<file path="src/rtl/tcm_arbiter_if.sv">
// Requester-side command/response channel of the TCM arbiter.
// One instance per requester; the arbiter uses the slave modport.
interface tcm_arbiter_if #(
  parameter int DW = 32,
  parameter int MW = 4,
  parameter int AW = 32
);
  logic          cmd_valid;
  logic          cmd_ready;
  logic [AW-1:0] cmd_addr;
  logic          cmd_read;
  logic [DW-1:0] cmd_wdata;
  logic [MW-1:0] cmd_wmask;
  logic          rsp_valid;
  logic          rsp_ready;
  logic [DW-1:0] rsp_rdata;
  logic          rsp_err;

  modport master (
    output cmd_valid, cmd_addr, cmd_read, cmd_wdata, cmd_wmask, rsp_ready,
    input  cmd_ready, rsp_valid, rsp_rdata, rsp_err
  );

  modport slave (
    input  cmd_valid, cmd_addr, cmd_read, cmd_wdata, cmd_wmask, rsp_ready,
    output cmd_ready, rsp_valid, rsp_rdata, rsp_err
  );
endinterface

</file>
<file path="src/rtl/tcm_arbiter.sv">
// Two-port round-robin arbiter in front of a single-port TCM RAM.
// One outstanding transaction; a stalled read keeps re-reading the same
// RAM word so the RAM output register holds the response data.
module tcm_arbiter #(
  parameter int DW  = 32,
  parameter int MW  = 4,
  parameter int AW  = 32,
  parameter int RAW = 9
) (
  input  logic           clk,
  input  logic           rst,
  tcm_arbiter_if.slave   p0,
  tcm_arbiter_if.slave   p1,
  output logic [RAW-1:0] ram_addr,
  output logic [DW-1:0]  ram_din,
  output logic           ram_we,
  output logic [MW-1:0]  ram_wem,
  input  logic [DW-1:0]  ram_dout
);

  logic           rsp_pend;
  logic           rsp_owner;
  logic           rsp_read;
  logic           rsp_err_r;
  logic           last_grant;
  logic [RAW-1:0] hold_addr;

  logic           gnt_valid;
  logic           gnt_sel;
  logic           owner_rsp_ready;
  logic           can_accept;
  logic           accept;
  logic [AW-1:0]  sel_addr;
  logic           sel_read;
  logic [DW-1:0]  sel_wdata;
  logic [MW-1:0]  sel_wmask;
  logic [RAW-1:0] sel_idx;
  logic           sel_err;
  logic [1:0]     unused_addr_lo;
  logic [DW-1:0]  rsp_data;

  // Grant selection, acceptance and command mux.
  always_comb begin
    gnt_valid = p0.cmd_valid | p1.cmd_valid;
    if (p0.cmd_valid & p1.cmd_valid) gnt_sel = ~last_grant;
    else                             gnt_sel = p1.cmd_valid;
    owner_rsp_ready = rsp_owner ? p1.rsp_ready : p0.rsp_ready;
    can_accept      = ~rsp_pend | owner_rsp_ready;
    accept          = ~rst & gnt_valid & can_accept;
    sel_addr        = gnt_sel ? p1.cmd_addr  : p0.cmd_addr;
    sel_read        = gnt_sel ? p1.cmd_read  : p0.cmd_read;
    sel_wdata       = gnt_sel ? p1.cmd_wdata : p0.cmd_wdata;
    sel_wmask       = gnt_sel ? p1.cmd_wmask : p0.cmd_wmask;
  end

  assign sel_idx        = sel_addr[RAW+1:2];
  assign sel_err        = |sel_addr[AW-1:RAW+2];
  assign unused_addr_lo = sel_addr[1:0];

  // Arbitration and outstanding-response state.
  always_ff @(posedge clk) begin
    if (rst) begin
      rsp_pend   <= 1'b0;
      rsp_owner  <= 1'b0;
      rsp_read   <= 1'b0;
      rsp_err_r  <= 1'b0;
      last_grant <= 1'b1;
      hold_addr  <= '0;
    end else begin
      if (accept) begin
        rsp_pend   <= 1'b1;
        rsp_owner  <= gnt_sel;
        last_grant <= gnt_sel;
        rsp_read   <= sel_read;
        rsp_err_r  <= sel_err;
        if (sel_read) hold_addr <= sel_idx;
      end else if (rsp_pend & owner_rsp_ready) begin
        rsp_pend <= 1'b0;
      end
    end
  end

  // RAM port: new command on accept, otherwise re-read the held word.
  always_comb begin
    ram_addr = '0;
    ram_din  = '0;
    ram_we   = 1'b0;
    ram_wem  = '0;
    if (accept) begin
      ram_addr = sel_idx;
      ram_din  = sel_wdata;
      ram_we   = ~sel_read & ~sel_err;
      ram_wem  = sel_wmask;
    end else if (!rst) begin
      ram_addr = hold_addr;
    end
  end

  // Requester-side ready and response outputs; non-owner port stays zero.
  always_comb begin
    rsp_data     = (rsp_read & ~rsp_err_r) ? ram_dout : '0;
    p0.cmd_ready = accept & ~gnt_sel;
    p1.cmd_ready = accept &  gnt_sel;
    p0.rsp_valid = ~rst & rsp_pend & ~rsp_owner;
    p1.rsp_valid = ~rst & rsp_pend &  rsp_owner;
    p0.rsp_rdata = p0.rsp_valid ? rsp_data : '0;
    p1.rsp_rdata = p1.rsp_valid ? rsp_data : '0;
    p0.rsp_err   = p0.rsp_valid & rsp_err_r;
    p1.rsp_err   = p1.rsp_valid & rsp_err_r;
  end

endmodule
</file>
<file path="src/flat_wrapper.sv">
// flat-port wrapper written by rule: the top's interface ports become plain ports
module tcm_arbiter_flat 
#(
  parameter int DW  = 32,
  parameter int MW  = 4,
  parameter int AW  = 32,
  parameter int RAW = 9
)
  (clk, rst, ram_addr, ram_din, ram_we, ram_wem, ram_dout, p0_cmd_valid, p0_cmd_addr, p0_cmd_read, p0_cmd_wdata, p0_cmd_wmask, p0_rsp_ready, p0_cmd_ready, p0_rsp_valid, p0_rsp_rdata, p0_rsp_err, p1_cmd_valid, p1_cmd_addr, p1_cmd_read, p1_cmd_wdata, p1_cmd_wmask, p1_rsp_ready, p1_cmd_ready, p1_rsp_valid, p1_rsp_rdata, p1_rsp_err);
  tcm_arbiter_if #(.DW(DW), .MW(MW), .AW(AW)) p0_i ();
  tcm_arbiter_if #(.DW(DW), .MW(MW), .AW(AW)) p1_i ();
  input  logic clk;
  input  logic rst;
  output logic [RAW-1:0] ram_addr;
  output logic [DW-1:0] ram_din;
  output logic ram_we;
  output logic [MW-1:0] ram_wem;
  input  logic [DW-1:0] ram_dout;
  input wire logic [$bits(p0_i.cmd_valid)-1:0] p0_cmd_valid;
  input wire logic [$bits(p0_i.cmd_addr)-1:0] p0_cmd_addr;
  input wire logic [$bits(p0_i.cmd_read)-1:0] p0_cmd_read;
  input wire logic [$bits(p0_i.cmd_wdata)-1:0] p0_cmd_wdata;
  input wire logic [$bits(p0_i.cmd_wmask)-1:0] p0_cmd_wmask;
  input wire logic [$bits(p0_i.rsp_ready)-1:0] p0_rsp_ready;
  output wire logic [$bits(p0_i.cmd_ready)-1:0] p0_cmd_ready;
  output wire logic [$bits(p0_i.rsp_valid)-1:0] p0_rsp_valid;
  output wire logic [$bits(p0_i.rsp_rdata)-1:0] p0_rsp_rdata;
  output wire logic [$bits(p0_i.rsp_err)-1:0] p0_rsp_err;
  input wire logic [$bits(p1_i.cmd_valid)-1:0] p1_cmd_valid;
  input wire logic [$bits(p1_i.cmd_addr)-1:0] p1_cmd_addr;
  input wire logic [$bits(p1_i.cmd_read)-1:0] p1_cmd_read;
  input wire logic [$bits(p1_i.cmd_wdata)-1:0] p1_cmd_wdata;
  input wire logic [$bits(p1_i.cmd_wmask)-1:0] p1_cmd_wmask;
  input wire logic [$bits(p1_i.rsp_ready)-1:0] p1_rsp_ready;
  output wire logic [$bits(p1_i.cmd_ready)-1:0] p1_cmd_ready;
  output wire logic [$bits(p1_i.rsp_valid)-1:0] p1_rsp_valid;
  output wire logic [$bits(p1_i.rsp_rdata)-1:0] p1_rsp_rdata;
  output wire logic [$bits(p1_i.rsp_err)-1:0] p1_rsp_err;
  assign p0_i.cmd_valid = p0_cmd_valid;
  assign p0_i.cmd_addr = p0_cmd_addr;
  assign p0_i.cmd_read = p0_cmd_read;
  assign p0_i.cmd_wdata = p0_cmd_wdata;
  assign p0_i.cmd_wmask = p0_cmd_wmask;
  assign p0_i.rsp_ready = p0_rsp_ready;
  assign p0_cmd_ready = p0_i.cmd_ready;
  assign p0_rsp_valid = p0_i.rsp_valid;
  assign p0_rsp_rdata = p0_i.rsp_rdata;
  assign p0_rsp_err = p0_i.rsp_err;
  assign p1_i.cmd_valid = p1_cmd_valid;
  assign p1_i.cmd_addr = p1_cmd_addr;
  assign p1_i.cmd_read = p1_cmd_read;
  assign p1_i.cmd_wdata = p1_cmd_wdata;
  assign p1_i.cmd_wmask = p1_cmd_wmask;
  assign p1_i.rsp_ready = p1_rsp_ready;
  assign p1_cmd_ready = p1_i.cmd_ready;
  assign p1_rsp_valid = p1_i.rsp_valid;
  assign p1_rsp_rdata = p1_i.rsp_rdata;
  assign p1_rsp_err = p1_i.rsp_err;
  tcm_arbiter #(.DW(DW), .MW(MW), .AW(AW), .RAW(RAW)) u_core (.clk(clk), .rst(rst), .p0(p0_i), .p1(p1_i), .ram_addr(ram_addr), .ram_din(ram_din), .ram_we(ram_we), .ram_wem(ram_wem), .ram_dout(ram_dout));
endmodule
</file>
<file path="config.mk">
export PLATFORM = sky130hd
export DESIGN_NAME = tcm_arbiter_flat
export DESIGN_NICKNAME = d
export VERILOG_FILES = /design/src/rtl/tcm_arbiter_if.sv /design/src/rtl/tcm_arbiter.sv /design/src/flat_wrapper.sv
export SDC_FILE = /design/constraint.sdc
export NUM_CORES = 1
export LEC_CHECK = 0
export ABC_AREA = 1
export BUFFER_PORTS_ARGS = -buffer_cell sky130_fd_sc_hd__buf_2
export CAP_MARGIN = 20
export CORE_AREA = 2 2 114 116
export CTS_BUF_LIST = sky130_fd_sc_hd__clkbuf_4 sky130_fd_sc_hd__clkbuf_8
export DETAILED_ROUTE_END_ITERATION = 16
export DIE_AREA = 0 0 116 118
export SLEW_MARGIN = 30
export SYNTH_ARGS = -nofsm -noshare
export SYNTH_HDL_FRONTEND = slang
export SYNTH_SLANG_ARGS = --single-unit
</file>
<file path="constraint.sdc">
create_clock -name clk -period 1.6 [get_ports clk]
set_input_delay 0.16 -clock clk [delete_from_list [all_inputs] [get_ports clk]]
set_output_delay 0.16 -clock clk [all_outputs]
set_load 0.01 [all_outputs]
</file>
==> results of run 1 <==
[final timing paths]
| kind | endpoint | slack, ns | depth (start not counted) |
|---|---|---|---|
| max | ram_din[6] | -0.18 | 11 |
| min | u_core.rsp_read | 0.16 | 2 |
| max reg2reg | u_core.hold_addr[1] | 0.15 | 9 |
| min reg2reg | u_core.rsp_read | 0.47 | 2 |
[stage by stage]
| stage | TNS, ns | hold WS [ns] | worst slack (ns) | util |
|---|---|---|---|---|
| 2_1_floorplan | 0 | 0.229 | 0.0820 | - |
| 3_3_place_gp | -0.0448 | 0.419 | -0.0179 | 0.293 |
| 3_5_place_dp | -0.314 | 0.421 | -0.0408 | 0.293 |
| 4_1_cts | -11.85 | 0.155 | -0.197 | 0.306 |
| 5_1_grt | -24.47 | 0.163 | -0.320 | 0.307 |
| 6_report | -9.77 | 0.163 | -0.179 | 0.307 |
[power by group through the flow]
| stage | sequential, mW | combinational (mW) | clock, mW |
|---|---|---|---|
| final | 0.391 | 0.818 | 0.347 |
| after global routing | 0.394 | 0.916 | 0.370 |
| after CTS | 0.391 | 0.820 | 0.356 |
| after detailed placement | 0.398 | 0.780 | 0 |
| after global placement | 0.397 | 0.780 | 0 |
| after floorplan | 0.395 | 0.372 | 0 |
[routing by layer]
layer | GRT usage | up-vias
met5 | 0 | -
li1 | - | 1808
met4 | 0.0305 | 2
met1 | 0.147 | 1354
met2 | 0.224 | 163
met3 | 0.0216 | 15
[cell type report]
type,count,area (um2)
fillers,1475,8600
well taps,172,215
flip-flops and latches,14,282
inverters,43,166
diodes,1,2.50
multi-input cells,315,1360
repair buffers,313,1730
clock buffers,4,55.1
[cell families (layout without fill, tap and decap cells)]
logic type,count (synthesis),count (layout)
buffers and inverters,68,360
other,0,1
DFF,14,14
and+or+nand+nor,289,290
AOI/OAI and AO/OA,25,25
[flip-flops by register name (all words and copies together), names as in the netlist]
register and cells:
u_core.last_grant 1, u_core.rsp_owner 1, u_core.rsp_err_r 1, u_core.hold_addr 9
u_core.rsp_read 1, u_core.rsp_pend 1
[layout by cell type (no fill, tap or decap), types with 4 or more instances in the layout]
| cell | netlist | final |
|---|---|---|
| sky130_fd_sc_hd__buf_2 | 4 | 284 |
| sky130_fd_sc_hd__nand2_1 | 184 | 181 |
| sky130_fd_sc_hd__nor3_1 | 66 | 64 |
| sky130_fd_sc_hd__inv_1 | 39 | 38 |
| sky130_fd_sc_hd__nor2_1 | 30 | 30 |
| sky130_fd_sc_hd__buf_4 | 2 | 20 |
| sky130_fd_sc_hd__o21ai_0 | 20 | 15 |
| sky130_fd_sc_hd__dfxtp_1 | 14 | 13 |
| sky130_fd_sc_hd__o21ai_1 | 1 | 6 |
| sky130_fd_sc_hd__buf_12 | 0 | 5 |
| sky130_fd_sc_hd__nand2_2 | 1 | 4 |
| sky130_fd_sc_hd__nand3_1 | 4 | 4 |
| sky130_fd_sc_hd__a21oi_1 | 4 | 4 |
| sky130_fd_sc_hd__clkbuf_8 | 0 | 4 |
[timing repair]
item | CTS | global route
endpoints found under the setup margin | 113 | 123
buffers inserted | 3 | 0
cloned | 2 | 0
gates resized for setup | 8 | 8
hold buffers | 0 | 0
endpoints found under the hold margin | 0 | 0
pin swaps | 3 | 1
[worst reg2reg max path, delay by kind of cell (launching register included)]
| family | cells | cell delay [ns] |
|---|---|---|
| flip-flops | 1 | 0.33 |
| AO/OA/AOI/OAI | 1 | 0.09 |
| buffers and inverters | 3 | 0.47 |
| AND/OR/NAND/NOR | 5 | 0.43 |
==> metrics.log, run 1 <==
INFO  metric run_status = finished with violations
INFO  metric failed_checks = setup timing
INFO  metric netlist_top_cells_area = sky130_fd_sc_hd__nand2_1, sky130_fd_sc_hd__nor3_1, sky130_fd_sc_hd__dfxtp_1, sky130_fd_sc_hd__inv_1, sky130_fd_sc_hd__nor2_1
INFO  metric clkSlewWorstSetupHoldPaths = 0.06 ns
INFO  metric yosys.area.top_type = sky130_fd_sc_hd__nand2_1
INFO  metric design.final.nets = 866
INFO  metric cts_tree = done
INFO  metric flip_flop_and_latch_count_after_synthesis = 14
INFO  metric worst-path-buf-inv = 4
INFO  metric synth_sequential_area_ratio = 0.147
INFO  metric synth_top_family_by_area = simple AND/OR/NAND/NOR gates
INFO  metric synth_simple_gate_area_frac = 0.634
INFO  metric synthMuxAreaShare = 0
INFO  metric startpoint_type = flop
INFO  metric synth_area = 1910 um2
INFO  metric synth.distinct_cells = 19
INFO  metric synth_enable_flop_cells = 0
INFO  metric crit_fanout = 37
INFO  metric post_synth_inst_count = 396
INFO  metric power_leakage = 2.40 nW
INFO  metric ir_worst_vdd = 0.226 mV
INFO  metric coreArea = 12400 um2
INFO  metric globalplace.congestion = 0.795
INFO  metric average_detailed_routed_wire_length_per_instance = 10.9 um
INFO  metric finalMaxSlewViolations = 0
INFO  metric p_clk_frac = 0.223
INFO  metric crit_type = reg -> out
INFO  metric die_area = 13700 um2
INFO  metric regToRegStartpoint = u_core.rsp_owner
INFO  metric grt_util_all_layers = 0.123
INFO  metric placement.cell_area = 3630 um2
INFO  metric final-hold-violation-count = 0
INFO  metric synth_area_in_compound_gates = 0.0656
INFO  metric postLayoutCellArea = 3820 um2
INFO  metric post_route_cells_drive_above_1_share = 0.485
INFO  metric initial_core_utilization = 0.154
INFO  metric critPathMostFrequentCell = sky130_fd_sc_hd__nand2_1
INFO  metric synth.yosys.warnings = 0
INFO  metric grt_first_pass_wirelength = 13900 um
INFO  metric clock_tree.buffer_depth = 2
INFO  metric routed_via_density = 3.88
INFO  metric share_of_yosys_cell_area_claimed_by_the_top_area_cell_type = 0.362
INFO  metric comb_power_share = 0.526
INFO  metric postSynthAreaPerCell = 4.82 um2
INFO  metric number_of_global_route_vias_before_repair = 3026
INFO  metric cp_data_required_time = 1.44 ns
INFO  metric final.min_clock_period = 1.78 ns
INFO  metric cp_data_arrival_time = 1.62 ns
INFO  metric report.power.total = 1.56 mW
INFO  metric drt_pass1_iterations = 4
INFO  metric dr_total_vias = 3342
INFO  metric postSynth.asyncResetShare = 0
INFO  metric area.growth.synth_to_final = 100%
INFO  metric setup.worst_path.end_class = output pin
INFO  metric synthXorXnorAreaFrac = 0
INFO  metric placementRows = 41
INFO  metric worst_path_largest_cell_delay = 0.33 ns
INFO  metric wl_met2 = 4280 um
INFO  metric cpLargestDelayFamily = simple AND/OR/NAND/NOR gates
INFO  metric antenna_nets_post_route = 0
INFO  metric cts_made_buffers = 3
INFO  metric worst_setup_path_startpoint = u_core.rsp_owner
INFO  metric dominantRegCellSynth = sky130_fd_sc_hd__dfxtp_1
INFO  metric fmaxAchievable = 562 MHz
INFO  metric drt_drc_violations_left = 0
INFO  metric globalRouteOverflowTotal = 0
INFO  metric cts-htree-levels = 1
INFO  metric min-delay-path-class = in -> reg
INFO  metric synthAdderAreaFrac = 0
INFO  metric layoutNonFillerInstCount = 862
INFO  metric p_per_area = 408 nW/um2
INFO  metric wirelength = 9370 um
INFO  metric fp.dieH = 118 um
INFO  metric cts.root.buffer_cell = sky130_fd_sc_hd__clkbuf_8
INFO  metric rsz0062_at_grt = true
INFO  metric internal_portion_of_total_power = 0.980 mW
INFO  metric synthMostInstantiatedCell = sky130_fd_sc_hd__nand2_1
INFO  metric critical-path-slowest-cell = sky130_fd_sc_hd__dfxtp_2
INFO  metric timing_worst_slew_pin_value = 0.293 ns
INFO  metric synth_fp_nets = 572
INFO  metric critical_path.cell_chain = inv_2 -> nand2_1 -> nand2_1 -> nor2_2 -> nor2_4 -> inv_4 -> nor2_4 -> buf_12 -> nand2_1 -> nand2_1 -> buf_2
INFO  metric slew_margin_rel = 0.803
INFO  metric detailed_place_hpwl = 7510 um
INFO  metric place.detailed.instances = 852
INFO  metric met3_length = 823 um
INFO  metric die_width = 116 um
INFO  metric top_layer = met5
INFO  metric ioPinCount = 292
INFO  metric drt_iter0_markers = 89
INFO  metric maximum_number_of_pins_on_one_net_before_global_route_repair = 65
INFO  metric p_seq_frac = 0.251
INFO  metric io_buffer_count = 287
INFO  metric swShare = 0.370
INFO  metric clock_sinks = 14
INFO  metric skew = 0.00267 ns
INFO  metric number_of_failing_setup_endpoints_in_the_final_timing_report = 110
INFO  metric fin_ws = -0.179 ns
INFO  metric insertion_delay = 0.25 ns
INFO  metric period_share = 1.11
INFO  metric antenna_violations_before_repair = 2
INFO  metric synth_common_cells = sky130_fd_sc_hd__nand2_1, sky130_fd_sc_hd__nor3_1, sky130_fd_sc_hd__inv_1
INFO  metric drv.max_cap_violation_count = 0
INFO  metric m1WireLength = 4110 um
INFO  metric net_switching_component_of_the_power = 0.575 mW
INFO  metric hp-start = rst
(Power assumes the default switching activity.)
==> run 2: changes to the inputs <==
Settings changed: CTS_BUF_LIST sky130_fd_sc_hd__clkbuf_4 sky130_fd_sc_hd__clkbuf_8 to not set.
==> metrics.log, run 2 (synthesized netlist as in run 1, its figures left out) <==
INFO  metric internal_portion_of_total_power = 1.19 mW (+21%)
INFO  metric critical-path-slowest-cell = sky130_fd_sc_hd__dfxtp_2
INFO  metric rr_worst_depth = 9 (unchanged)
INFO  metric drt_iter0_markers = 73 (-18%)
INFO  metric place.detailed.instances = 852 (unchanged)
INFO  metric setup.worst_path.end_class = output pin
INFO  metric startpoint_type = flop
INFO  metric fp.dieH = 118 um (unchanged)
INFO  metric average_detailed_routed_wire_length_per_instance = 11.5 um (+6.0%)
INFO  metric cp_data_arrival_time = 1.63 ns (about the same)
INFO  metric grt_first_pass_wirelength = 14400 um (+4.0%)
INFO  metric final_common_cell = sky130_fd_sc_hd__buf_2
INFO  metric die_width = 116 um (unchanged)
INFO  metric io_buffer_count = 287 (unchanged)
INFO  metric drv.max_cap_violation_count = 0 (unchanged)
INFO  metric critical_path.cell_chain = inv_2 -> nand2_1 -> nand2_1 -> nor2_2 -> nor2_4 -> inv_6 -> nor2_4 -> clkbuf_16 -> nand2_1 -> nand2_1 -> buf_2
INFO  metric drt_drc_violations_left = 0 (unchanged)
INFO  metric insertion_delay = 0.25 ns (about the same)
INFO  metric skew = 0.00435 ns (+0.00168 ns)
INFO  metric clkSlewWorstSetupHoldPaths = 0.05 ns (about the same)
INFO  metric hold_end = u_core.rsp_read
INFO  metric antenna_nets_post_route = 0 (unchanged)
INFO  metric ir_worst_vdd = 0.304 mV (+35%)
INFO  metric layoutNonFillerInstCount = 871 (+1.0%)
INFO  metric design.final.nets = 875 (+1.0%)
INFO  metric net_switching_component_of_the_power = 0.635 mW (+10%)
INFO  metric slew_margin_rel = 0.817 (+0.0138)
INFO  metric internal_reg_to_reg_setup_slack = 0.08 ns (-0.07 ns)
INFO  metric crit_type = reg -> out
INFO  metric hp-start = rst
INFO  metric detailed_place_hpwl = 7510 um (unchanged)
INFO  metric worst_path_largest_cell_delay = 0.34 ns (about the same)
INFO  metric largest-register = u_core.hold_addr
INFO  metric clock_tree.buffer_depth = 2 (unchanged)
INFO  metric finalMaxSlewViolations = 0 (unchanged)
INFO  metric globalRouteOverflowTotal = 0 (unchanged)
INFO  metric swShare = 0.348 (-0.0215)
INFO  metric cpLargestDelayFamily = simple AND/OR/NAND/NOR gates
INFO  metric power_leakage = 2.48 nW (+3.4%)
INFO  metric rsz0062_at_grt = true
INFO  metric grt_util_all_layers = 0.130 (+0.00685)
INFO  metric p_per_area = 449 nW/um2 (+10%)
INFO  metric cp_data_required_time = 1.44 ns (about the same)
INFO  metric maximum_number_of_pins_on_one_net_before_global_route_repair = 65 (unchanged)
INFO  metric cts_tree = done
INFO  metric timing_worst_slew_pin_value = 0.273 ns (-0.0202 ns)
INFO  metric number_of_failing_setup_endpoints_in_the_final_timing_report = 73 (-34%)
INFO  metric regToRegStartpoint = u_core.rsp_owner
INFO  metric fin_ws = -0.188 ns (-0.00945 ns)
INFO  metric critPathMostFrequentCell = sky130_fd_sc_hd__nand2_1
INFO  metric crit_fanout = 5 (-86%)
INFO  metric min-delay-path-class = in -> reg
INFO  metric largest_register_ff_count = 9 (unchanged)
INFO  metric period_share = 1.12 (+0.00591)
INFO  metric cts.root.buffer_cell = sky130_fd_sc_hd__clkbuf_16
INFO  metric routed_via_density = 3.94 (+1.6%)
INFO  metric globalplace.congestion = 0.795 (unchanged)
INFO  metric final.min_clock_period = 1.79 ns (+0.00945 ns)
INFO  metric drt_pass1_iterations = 4 (unchanged)
INFO  metric failed_checks = setup timing
INFO  metric p_clk_frac = 0.291 (+0.068)
INFO  metric worst-path-buf-inv = 4 (unchanged)
INFO  metric final-hold-violation-count = 0 (unchanged)
INFO  metric clock_sinks = 14 (unchanged)
INFO  metric layout.cells.most_common_list = sky130_fd_sc_hd__buf_2, sky130_fd_sc_hd__nand2_1, sky130_fd_sc_hd__nor3_1, sky130_fd_sc_hd__inv_1, sky130_fd_sc_hd__nor2_1
INFO  metric cts-htree-levels = 1 (unchanged)
INFO  metric hold_depth = 2 (unchanged)
INFO  metric wirelength = 10000 um (+7.1%)
INFO  metric coreArea = 12400 um2 (unchanged)
INFO  metric report.power.total = 1.82 mW (+17%)
INFO  metric antenna_violations_before_repair = 2 (unchanged)
INFO  metric post_route_cells_drive_above_1_share = 0.511 (+0.0267)
INFO  metric fmaxAchievable = 559 MHz (-0.53%)
INFO  metric number_of_global_route_vias_before_repair = 3084 (+1.9%)
INFO  metric p_seq_frac = 0.216 (-0.035)
INFO  metric cts.hold.buffers_added = 0 (unchanged)
INFO  metric initial_core_utilization = 0.154 (unchanged)
INFO  metric dr_total_vias = 3430 (+2.6%)
INFO  metric area.growth.synth_to_final = 113%
INFO  metric die_area = 13700 um2 (unchanged)
INFO  metric cts_made_buffers = 3 (unchanged)
INFO  metric comb_power_share = 0.493 (-0.033)
INFO  metric ioPinCount = 292 (unchanged)
INFO  metric run_status = finished with violations
INFO  metric placementRows = 41 (unchanged)
INFO  metric worstReg2RegEnd = u_core.hold_addr[2]
## run 2: changes by cell type in the layout (fill, tap and decap cells not counted), sizes merged
cell / before / now
buf: 313 / 319
clkbuf: 4 / 6
clkinvlp: 0 / 1
inv: 43 / 42
nor2: 35 / 36
## run 2: power by group through the flow
stage / clock (mW) / sequential, mW / combinational, mW
finish: 0.530 / 0.394 / 0.899
global route: 0.556 / 0.396 / 0.998
CTS: 0.546 / 0.392 / 0.863
detailed placement: 0 / 0.398 / 0.780
global placement: 0 / 0.397 / 0.780
floorplan: 0 / 0.395 / 0.372
## run 2: area by class of cell
type | count | area, um2
multi-input combinational | 316 | 1440
timing repair buffer | 321 | 1860
sequential | 14 | 283
tap | 172 | 215
inverter | 43 | 173
fill | 1458 | 8360
antenna | 1 | 2.50
clock buffer | 4 | 88.8
## run 2: how the worst max path moves through the flow
stage / from / to / slack [ns] / cells after the start
2_1_floorplan: u_core.rsp_owner / p1_rsp_rdata[22] / 0.08 / 5
3_3_place_gp: u_core.rsp_owner / ram_din[4] / -0.02 / 9
3_5_place_dp: u_core.rsp_owner / ram_din[4] / -0.04 / 9
4_1_cts: u_core.rsp_owner / ram_din[4] / -0.17 / 11
5_1_grt: u_core.rsp_owner / ram_din[18] / -0.30 / 11
6_report: u_core.rsp_owner / ram_din[30] / -0.19 / 11
## run 2: metrics by stage
step           hold slack (ns)  area (um2)  setup TNS (ns)   util  setup slack (ns)
6_report                 0.181        4060           -6.86  0.327            -0.188
4_1_cts                  0.164        3940           -9.15  0.317            -0.170
5_1_grt                  0.182        4060          -19.18  0.327            -0.300
2_1_floorplan            0.229        1910               0      -            0.0820
3_3_place_gp             0.419        3630         -0.0448  0.293           -0.0179
3_5_place_dp             0.421        3630          -0.314  0.293           -0.0408
## run 2: routing by layer
layer,global-route usage,wire length (um)
met5,0,13
met4,0.0313,180
met3,0.0247,885
met2,0.238,4640
met1,0.154,4310
## run 2: timing repair
action                     in CTS  in global routing
setup endpoints to repair     113                123
buffers inserted                9                  1
cloned                          3                  2
pin swaps                       8                  4
resized for setup              17                 20
